**config.mk**
```make
export PLATFORM = sky130hd
export DESIGN_NAME = uart_tx_ctrl
export DESIGN_NICKNAME = d
export VERILOG_FILES = /design/src/rtl/uart_pkg.sv /design/src/rtl/uart_tx_serializer.sv /design/src/rtl/uart_tx_ctrl.sv
export SDC_FILE = /design/constraint.sdc
export NUM_CORES = 1
export LEC_CHECK = 0
export ABC_AREA = 1
export CAP_MARGIN = 10
export CORE_UTILIZATION = 63
export DETAILED_ROUTE_END_ITERATION = 8
export DONT_BUFFER_PORTS = 1
export GPL_TIMING_DRIVEN = 0
export PLACE_DENSITY = 0.88
export SLEW_MARGIN = 20
export SYNTH_ARGS = -nofsm -noshare
export SYNTH_HDL_FRONTEND = slang
export SYNTH_HIERARCHICAL = 1
export SYNTH_SLANG_ARGS = --single-unit
```
**constraint.sdc**
```tcl
create_clock -name clk -period 4.45 [get_ports clk]
set_clock_uncertainty 0.05 [all_clocks]
set_input_delay 0.6675 -clock clk [delete_from_list [all_inputs] [get_ports clk]]
set_output_delay 0.6675 -clock clk [all_outputs]
set_load 0.05 [all_outputs]
```
**src/rtl/uart_pkg.sv**
```systemverilog
// UART transmit shared definitions.
// State encoding, default width and line levels.
package uart_pkg;

  typedef enum logic [2:0] {
    IDLE   = 3'd0,
    START  = 3'd1,
    DATA   = 3'd2,
    PARITY = 3'd3,
    STOP   = 3'd4
  } tx_state_e;

  localparam int   DATA_WIDTH_DEF = 8;
  localparam logic LINE_IDLE      = 1'b1;
  localparam logic START_BIT      = 1'b0;
  localparam logic STOP_BIT       = 1'b1;

endpackage

```
**src/rtl/uart_tx_serializer.sv**
```systemverilog
// UART TX shift register and bit counter.
// Counter tracks index of data bit on line.
module uart_tx_serializer
  import uart_pkg::*;
#(
  parameter int DATA_WIDTH = DATA_WIDTH_DEF
) (
  input  logic                  clk,
  input  logic                  RST_n,
  input  logic                  load,
  input  logic                  shift,
  input  logic [DATA_WIDTH-1:0] p_data,
  output logic                  ser_data,
  output logic                  ser_next,
  output logic                  ser_done
);

  localparam int CW =
    (DATA_WIDTH > 1) ? $clog2(DATA_WIDTH) : 1;
  localparam logic [CW-1:0] LAST =
    CW'(DATA_WIDTH - 1);

  logic [DATA_WIDTH-1:0] shift_q, shift_d;
  logic [CW-1:0]         cnt_q, cnt_d;

  // Load word or advance one bit.
  always_comb begin
    shift_d = shift_q;
    cnt_d   = cnt_q;
    if (load) begin
      shift_d = p_data;
      cnt_d   = '0;
    end else if (shift) begin
      shift_d = shift_q >> 1;
      cnt_d   = cnt_q + CW'(1);
    end
  end

  // Shift and count registers.
  always_ff @(posedge clk or negedge RST_n) begin
    if (!RST_n) begin
      shift_q <= '0;
      cnt_q   <= '0;
    end else begin
      shift_q <= shift_d;
      cnt_q   <= cnt_d;
    end
  end

  assign ser_data = shift_q[0];
  assign ser_next = shift_q[1];
  assign ser_done = (cnt_q == LAST);

endmodule

```
**src/rtl/uart_tx_ctrl.sv**
```systemverilog
// UART TX controller: accept word, frame it,
// drive line one bit per clock.
module uart_tx_ctrl
  import uart_pkg::*;
#(
  parameter int DATA_WIDTH = DATA_WIDTH_DEF
) (
  input  logic                  clk,
  input  logic                  RST_n,
  input  logic [DATA_WIDTH-1:0] P_DATA,
  input  logic                  Data_Valid,
  input  logic                  PAR_EN,
  input  logic                  Par_bit,
  output logic                  LOAD,
  output logic                  TX_OUT,
  output logic                  Busy
);

  tx_state_e state_q, state_d;
  logic      tx_q, tx_d;
  logic      busy_q, busy_d;
  logic      par_en_q, par_en_d;
  logic      ser_load, ser_shift;
  logic      ser_data, ser_next, ser_done;

  uart_tx_serializer #(
    .DATA_WIDTH(DATA_WIDTH)
  ) u_ser (
    .clk     (clk),
    .RST_n   (RST_n),
    .load    (ser_load),
    .shift   (ser_shift),
    .p_data  (P_DATA),
    .ser_data(ser_data),
    .ser_next(ser_next),
    .ser_done(ser_done)
  );

  // Next state; line and busy follow next state.
  always_comb begin
    state_d   = state_q;
    tx_d      = LINE_IDLE;
    busy_d    = 1'b1;
    par_en_d  = par_en_q;
    ser_load  = 1'b0;
    ser_shift = 1'b0;
    unique case (state_q)
      IDLE: begin
        if (Data_Valid) begin
          ser_load = 1'b1;
          par_en_d = PAR_EN;
          state_d  = START;
          tx_d     = START_BIT;
        end else begin
          busy_d = 1'b0;
        end
      end
      START: begin
        state_d = DATA;
        tx_d    = ser_data;
      end
      DATA: begin
        if (ser_done) begin
          if (par_en_q) begin
            state_d = PARITY;
            tx_d    = Par_bit;
          end else begin
            state_d = STOP;
            tx_d    = STOP_BIT;
          end
        end else begin
          ser_shift = 1'b1;
          tx_d      = ser_next;
        end
      end
      PARITY: begin
        state_d = STOP;
        tx_d    = STOP_BIT;
      end
      STOP: begin
        state_d = IDLE;
        tx_d    = STOP_BIT;
        busy_d  = 1'b0;
      end
      default: begin
        state_d = IDLE;
        busy_d  = 1'b0;
      end
    endcase
  end

  // State and registered outputs.
  always_ff @(posedge clk or negedge RST_n) begin
    if (!RST_n) begin
      state_q  <= IDLE;
      tx_q     <= LINE_IDLE;
      busy_q   <= 1'b0;
      par_en_q <= 1'b0;
    end else begin
      state_q  <= state_d;
      tx_q     <= tx_d;
      busy_q   <= busy_d;
      par_en_q <= par_en_d;
    end
  end

  assign LOAD   = (state_q == IDLE);
  assign TX_OUT = tx_q;
  assign Busy   = busy_q;

endmodule

```
==> impl_metrics.tcl, run 1 <==
set metrics [dict create \
    finalWeightedCongestion 0.8392 \
    num_antenna_cells 0 \
    drt_first_pass_iters 4 \
    drtAntennaViolNets 0 \
    mostFrequentLayoutCell "nand2_1" \
    run_status "finished, final reports clean" \
    tritoncts "done" \
    rows 12 \
    layout.nets 124 \
    drcViolationCount 0 \
    sequential_cell_area_um2 426.7 \
    rr_startpoint "u_ser/cnt_q[0]" \
    dp_hpwl_um 1141 \
    via_count 685 \
    synth-seq-cells 17 \
    fillerInstances 92 \
    setup_viol_count_final 0 \
    initial_core_util_pct 71.62 \
    timing.critical_path.to_type "primary output" \
    ctsHtreeMaxLevel 1 \
    drt-wirelength-per-cell_um 12.61 \
    finalPower_uw 696.9 \
    crit_path_max_incr_delay_ps 480 \
    cts_root_buffer "clkbuf_4" \
    r2r_cells 8 \
    hold_class "in -> async" \
    leakage_uw 0.0004654 \
    first_global_vias 588 \
    io_pins 16 \
    buffer_ports.inserted 0 \
    powerDensity_nw_per_um2 771.5 \
    multiInputGateArea_um2 355.3 \
    totalWireLength_um 1539 \
    placedInstanceArea_um2 867.1 \
    layout-drive-gt1-share_pct 12.04 \
    drt_iter0_markers 20 \
    synth-seq-area-share_pct 50.22 \
    timing.final.hold_violations 0 \
    setup_tns_ps 0 \
    critPathMaxFanout 7 \
    critical_path_class "reg -> out" \
    maxCapViolCount 0 \
    grt_start_max_net_pins 18 \
    post_synthesis_cell_area_um2 849.6 \
    place_ws_ps 2704 \
    area_growth_pct 6.333 \
    count_of_cell_types_in_the_netlist 15 \
    fin_area_um2 903.4 \
    post_cts_buffers 0 \
    dp_cells 117 \
    crit_chain "nor2_4 > nand2_2 > inv_1" \
    number_of_warnings_issued_by_yosys 6 \
    grt_setup_unrepaired "no" \
    filler_free_cell_count_of_the_finished_design 122 \
    timing.critical_path.arrival_ps 1340 \
    mostFrequentLayoutCells "nand2_1 (33), nand3_1 (18), dfrtp_1 (16)" \
    timing_worst_slew_pin_value_ps 709.4 \
    die_width_um 38.72 \
    syn-instance-count 103 \
    timing.final.max_slew_violations 0 \
    final_critical_path_setup_slack_ps 2391 \
    die_area_um2 1499 \
    grt_util_all_layers_pct 25.95 \
    crit_required_ps 3730 \
    max-slew-margin-rel_pct 52.55 \
    clock_tree.buffer_depth 2 \
    core_area_um2 1186 \
    grt_remaining_overflow 0 \
    period_share_pct 46.26 \
    inserted_clock_buffers 3 \
    syn-num-nets 118 \
    synth.avg_cell_area_um2 8.248 \
    die_height_um 38.72 \
    rr_endpoint "u_ser/cnt_q[0]" \
    clock_insertion_delay_at_the_later_pin_of_the_skew_report_ps 280 \
    via_per_inst 5.615 \
    clk_transition_reported_paths_ps 90 \
    achievable_clock_frequency_mhz 485.8 \
    clock_sink_count 17 \
    worst_vdd_rail_ir_drop_mv 0.5317 \
    grt_first_pass_wirelength_um 2525 \
    fin_crit_ps 2059 \
    critPathLaunchType "register" \
    initial_antenna_violation_count 0 \
    reg2reg_slack_ps 2730 \
    critical-path-slowest-cell "dfrtp_1" \
]
worst max path at each step:
| stage | from | end | cells after the start |
|---|---|---|---|
| 2_1_floorplan | state_q[1] | LOAD | 3 |
| 3_3_place_gp | state_q[1] | LOAD | 3 |
| 3_5_place_dp | state_q[1] | LOAD | 3 |
| 4_1_cts | state_q[1] | LOAD | 3 |
| 5_1_grt | state_q[1] | LOAD | 3 |
| 6_report | state_q[1] | LOAD | 3 |
state kept, by name (all words and copies together), names as in the netlist:
name,count
TX_OUT,1
state_q,3
par_en_q,1
u_ser/shift_q,8
Busy,1
u_ser/cnt_q,3
routing by layer:
metal,track usage [%],vias up,wire (um)
li1,-,335,-
met1,31.44,320,660
met2,43.75,26,781
met3,4.624,4,83
met4,12.93,0,12
met5,0,-,0
worst max-delay path: cells and delay by family, from the launching register on:
kind          cells  cell delay [ps]
flops             1              480
simple gates      2              240
buf+inv           1              330
where the power goes:
group / switching (uW) / leakage, uW / internal [uW] / total [uW]
logic: 196 / 0.000237 / 112 / 307
clock network: 45.6 / 0.0000150 / 34.8 / 80.4
registers: 81.6 / 0.000213 / 227 / 309
synth_stat cells (all sizes together):
cell,number,area (um2)
dfstp,1,26.28
nand3,18,90.09
inv,10,37.53
nor2,12,67.56
o21ai,3,15.01
nand4,1,6.260
nand2,35,136.4
o211ai,2,15.01
buf,3,30.03
dfrtp,16,400.4
ha,2,25.02
logic make-up after synthesis:
kind of cell | Yosys count | synth area share, %
simple gates | 66 | 35.35
flops | 17 | 50.22
buf+inv | 13 | 7.952
compound gates | 5 | 3.534
fa+ha+maj | 2 | 2.945
cell type report:
| type | instances | share of cell area [%] |
|---|---|---|
| buffer | 3 | 3.324 |
| sequential | 17 | 47.23 |
| tap | 14 | 1.939 |
| multi-input combinational | 73 | 39.34 |
| inverter | 10 | 4.155 |
| timing repair buffer | 1 | 1.108 |
| clock buffer | 4 | 2.909 |
metrics by stage:
step	utilization [%]	hold slack [ps]
finish	76.16	163.5
global route	76.16	144.3
CTS	75.32	10.41
detailed placement	73.10	322.3
global placement	73.10	322.3
floorplan	-	321.9
what timing repair did:
item | 4_1_cts | 5_1_grt
hold endpoints to repair | 0 | 16
hold buffers | 0 | 1
resized for setup | 0 | 0
No activity file was read; power rests on OpenSTA's default activity.
==> run 2: changes to the inputs <==
Settings changed: CORE_UTILIZATION 63 to 53, PLACE_DENSITY 0.88 to 0.8.
Clock period 4.45 ns to 1.8 ns, I/O delays scaled along.
==> run 2 against run 1 <==
Compared with the run above:
- non-clock buffer count increased by 2
- core utilization decreased by 15 points
- die area increased by 18%
- hold slack got worse by 110 ps
- final cell count increased by 3.3%
- combinational power increased to 2.5 times the previous value
- critical path depth unchanged
- clock power increased to 2.5 times the previous value
- via count increased by 0.73%
- wire length decreased by 5.8%
- register-to-register slack got worse by 2600 ps
- critical path type unchanged
- highest routed layer unchanged
==> impl_metrics.tcl, run 2 (synthesized netlist as in run 1, its figures left out) <==
set metrics [dict create \
    run_status "finished, final reports clean" \
    max_flop_register "u_ser/shift_q" \
    dp_hpwl_um 1050 \
    drt-wirelength-per-cell_um 11.51 \
    finalPower_uw 1745 \
    initial_antenna_violation_count 0 \
    power.share.sequential_pct 43.8 \
    clk_transition_reported_paths_ps 100 \
    timing.critical_path.to_type "primary output" \
    mostFrequentLayoutCells "nand2_1 (33), nand3_1 (18), dfrtp_1 (16)" \
    intPower_uw 951.7 \
    grt_remaining_overflow 0 \
    clock_sink_count 17 \
    maxCapViolCount 0 \
    area_growth_pct 8.395 \
    drt_first_pass_iters 4 \
    die_area_um2 1767 \
    grt_first_pass_wirelength_um 2497 \
    drcViolationCount 0 \
    top_regs "u_ser/shift_q: 8 flops, state_q: 3 flops, u_ser/cnt_q: 3 flops" \
    final_critical_path_setup_slack_ps 134.8 \
    timing.final.hold_violations 0 \
    timing.critical_path.arrival_ps 1350 \
    timing.final.max_slew_violations 0 \
    hold_class "in -> reg" \
    critPathLaunchType "register" \
    fillerInstances 139 \
    place_ws_ps 157.1 \
    tritoncts "done" \
    grt_setup_unrepaired "no" \
    core_area_um2 1506 \
    setup_viol_count_final 0 \
    grt_start_max_net_pins 18 \
    ctsHtreeMaxLevel 1 \
    powerDensity_nw_per_um2 1895 \
    finalWeightedCongestion 0.8237 \
    buffer_ports.inserted 0 \
    setup_tns_ps 0 \
    achievable_clock_frequency_mhz 600.5 \
    period_share_pct 92.51 \
    leakage_uw 0.0004727 \
    max_reg_flops 8 \
    die_width_um 42.04 \
    power.share.switching_pct 45.46 \
    rows 14 \
    via_count 690 \
    num_antenna_cells 0 \
    worst_vdd_rail_ir_drop_mv 0.9953 \
    clock_tree.buffer_depth 2 \
    drtAntennaViolNets 0 \
    die_height_um 42.04 \
    clock_insertion_delay_at_the_later_pin_of_the_skew_report_ps 280 \
    totalWireLength_um 1450 \
    grt_util_all_layers_pct 19.12 \
    inserted_clock_buffers 3 \
    layout.nets 126 \
    drt_iter0_markers 14 \
    mostFrequentLayoutCell "nand2_1" \
    initial_core_util_pct 56.40 \
    clkPwrFrac_pct 11.5 \
    crit_required_ps 1480 \
    fin_hold_ws_ps 50.16 \
    critPathMaxFanout 7 \
    max-slew-margin-rel_pct 51.02 \
    layout-drive-gt1-share_pct 14.55 \
    cts_root_buffer "clkbuf_4" \
    via_per_inst 5.476 \
    timing_worst_slew_pin_value_ps 732.3 \
    combinationalPowerShare_pct 44.6 \
    fin_crit_ps 1665 \
    critical_path_class "reg -> out" \
    io_pins 16 \
    power_switching_uw 793.3 \
    first_global_vias 605 \
]
-- run 2: cell types whose count changed in the layout (fill, tap and decap cells not counted) --
cell and delta:
buf_4 +2, inv_1 -1, inv_2 +1
-- run 2: routing by layer --
metal	GRT usage, %	vias up	routed length, um
met5	0	-	0
met4	11.25	0	18
met3	3.017	2	71
met2	28.75	23	687
met1	26.30	324	672
li1	-	341	-
-- run 2: worst max-delay path, stage by stage (launching register included) --
cell,delay (ps)
dfrtp_1,480
nor2_4,150
nand2_2,90
inv_1,340
-- run 2: stage by stage --
stage          utilization (%)  std cells  instance area, um2
6_report                 61.13        126               920.9
5_1_grt                  61.13        126               920.9
4_1_cts                  60.13        124               905.9
3_5_place_dp             57.72        119               869.6
3_3_place_gp             57.72        119               869.6
2_1_floorplan                -        103               849.6
-- run 2: worst paths after layout --
| check | from | endpoint | slack, ps | depth (start not counted) |
|---|---|---|---|---|
| min reg2reg | u_ser/cnt_q[1] | u_ser/cnt_q[1] | 450 | 2 |
| max | state_q[1] | LOAD | 130 | 3 |
| max in group asynchronous | RST_n | u_ser/shift_q[3] | 810 | 1 |
| max reg2reg | u_ser/cnt_q[0] | u_ser/cnt_q[0] | 140 | 8 |
| min in group asynchronous | RST_n | state_q[2] | 420 | 1 |
| min | PAR_EN | par_en_q | 50 | 2 |
-- run 2: cell type report --
class / instances / area [um2] / area share [%]
timing repair buffer: 3 / 25.02 / 2.717
clock buffer: 4 / 26.28 / 2.853
sequential: 17 / 426.7 / 46.33
buffer: 3 / 30.03 / 3.261
inverter: 10 / 37.54 / 4.076
multi-input combinational: 73 / 355.3 / 38.59
tap: 16 / 20.02 / 2.174
-- run 2: repair_timing --
action / CTS / global route
resized for setup: 0 / 1
hold buffers: 1 / 0
endpoints found under the hold margin: 17 / 0
setup endpoints to repair: 0 / 7
setup buffers: 0 / 2
-- run 2: power by group through the flow --
stage | Clock [uW] | Combinational (uW) | Sequential (uW)
after global routing | 225 | 887 | 789
after floorplan | 0 | 629 | 744
after global placement | 0 | 710 | 765
after CTS | 207 | 747 | 765
after detailed placement | 0 | 739 | 774
final | 201 | 779 | 765
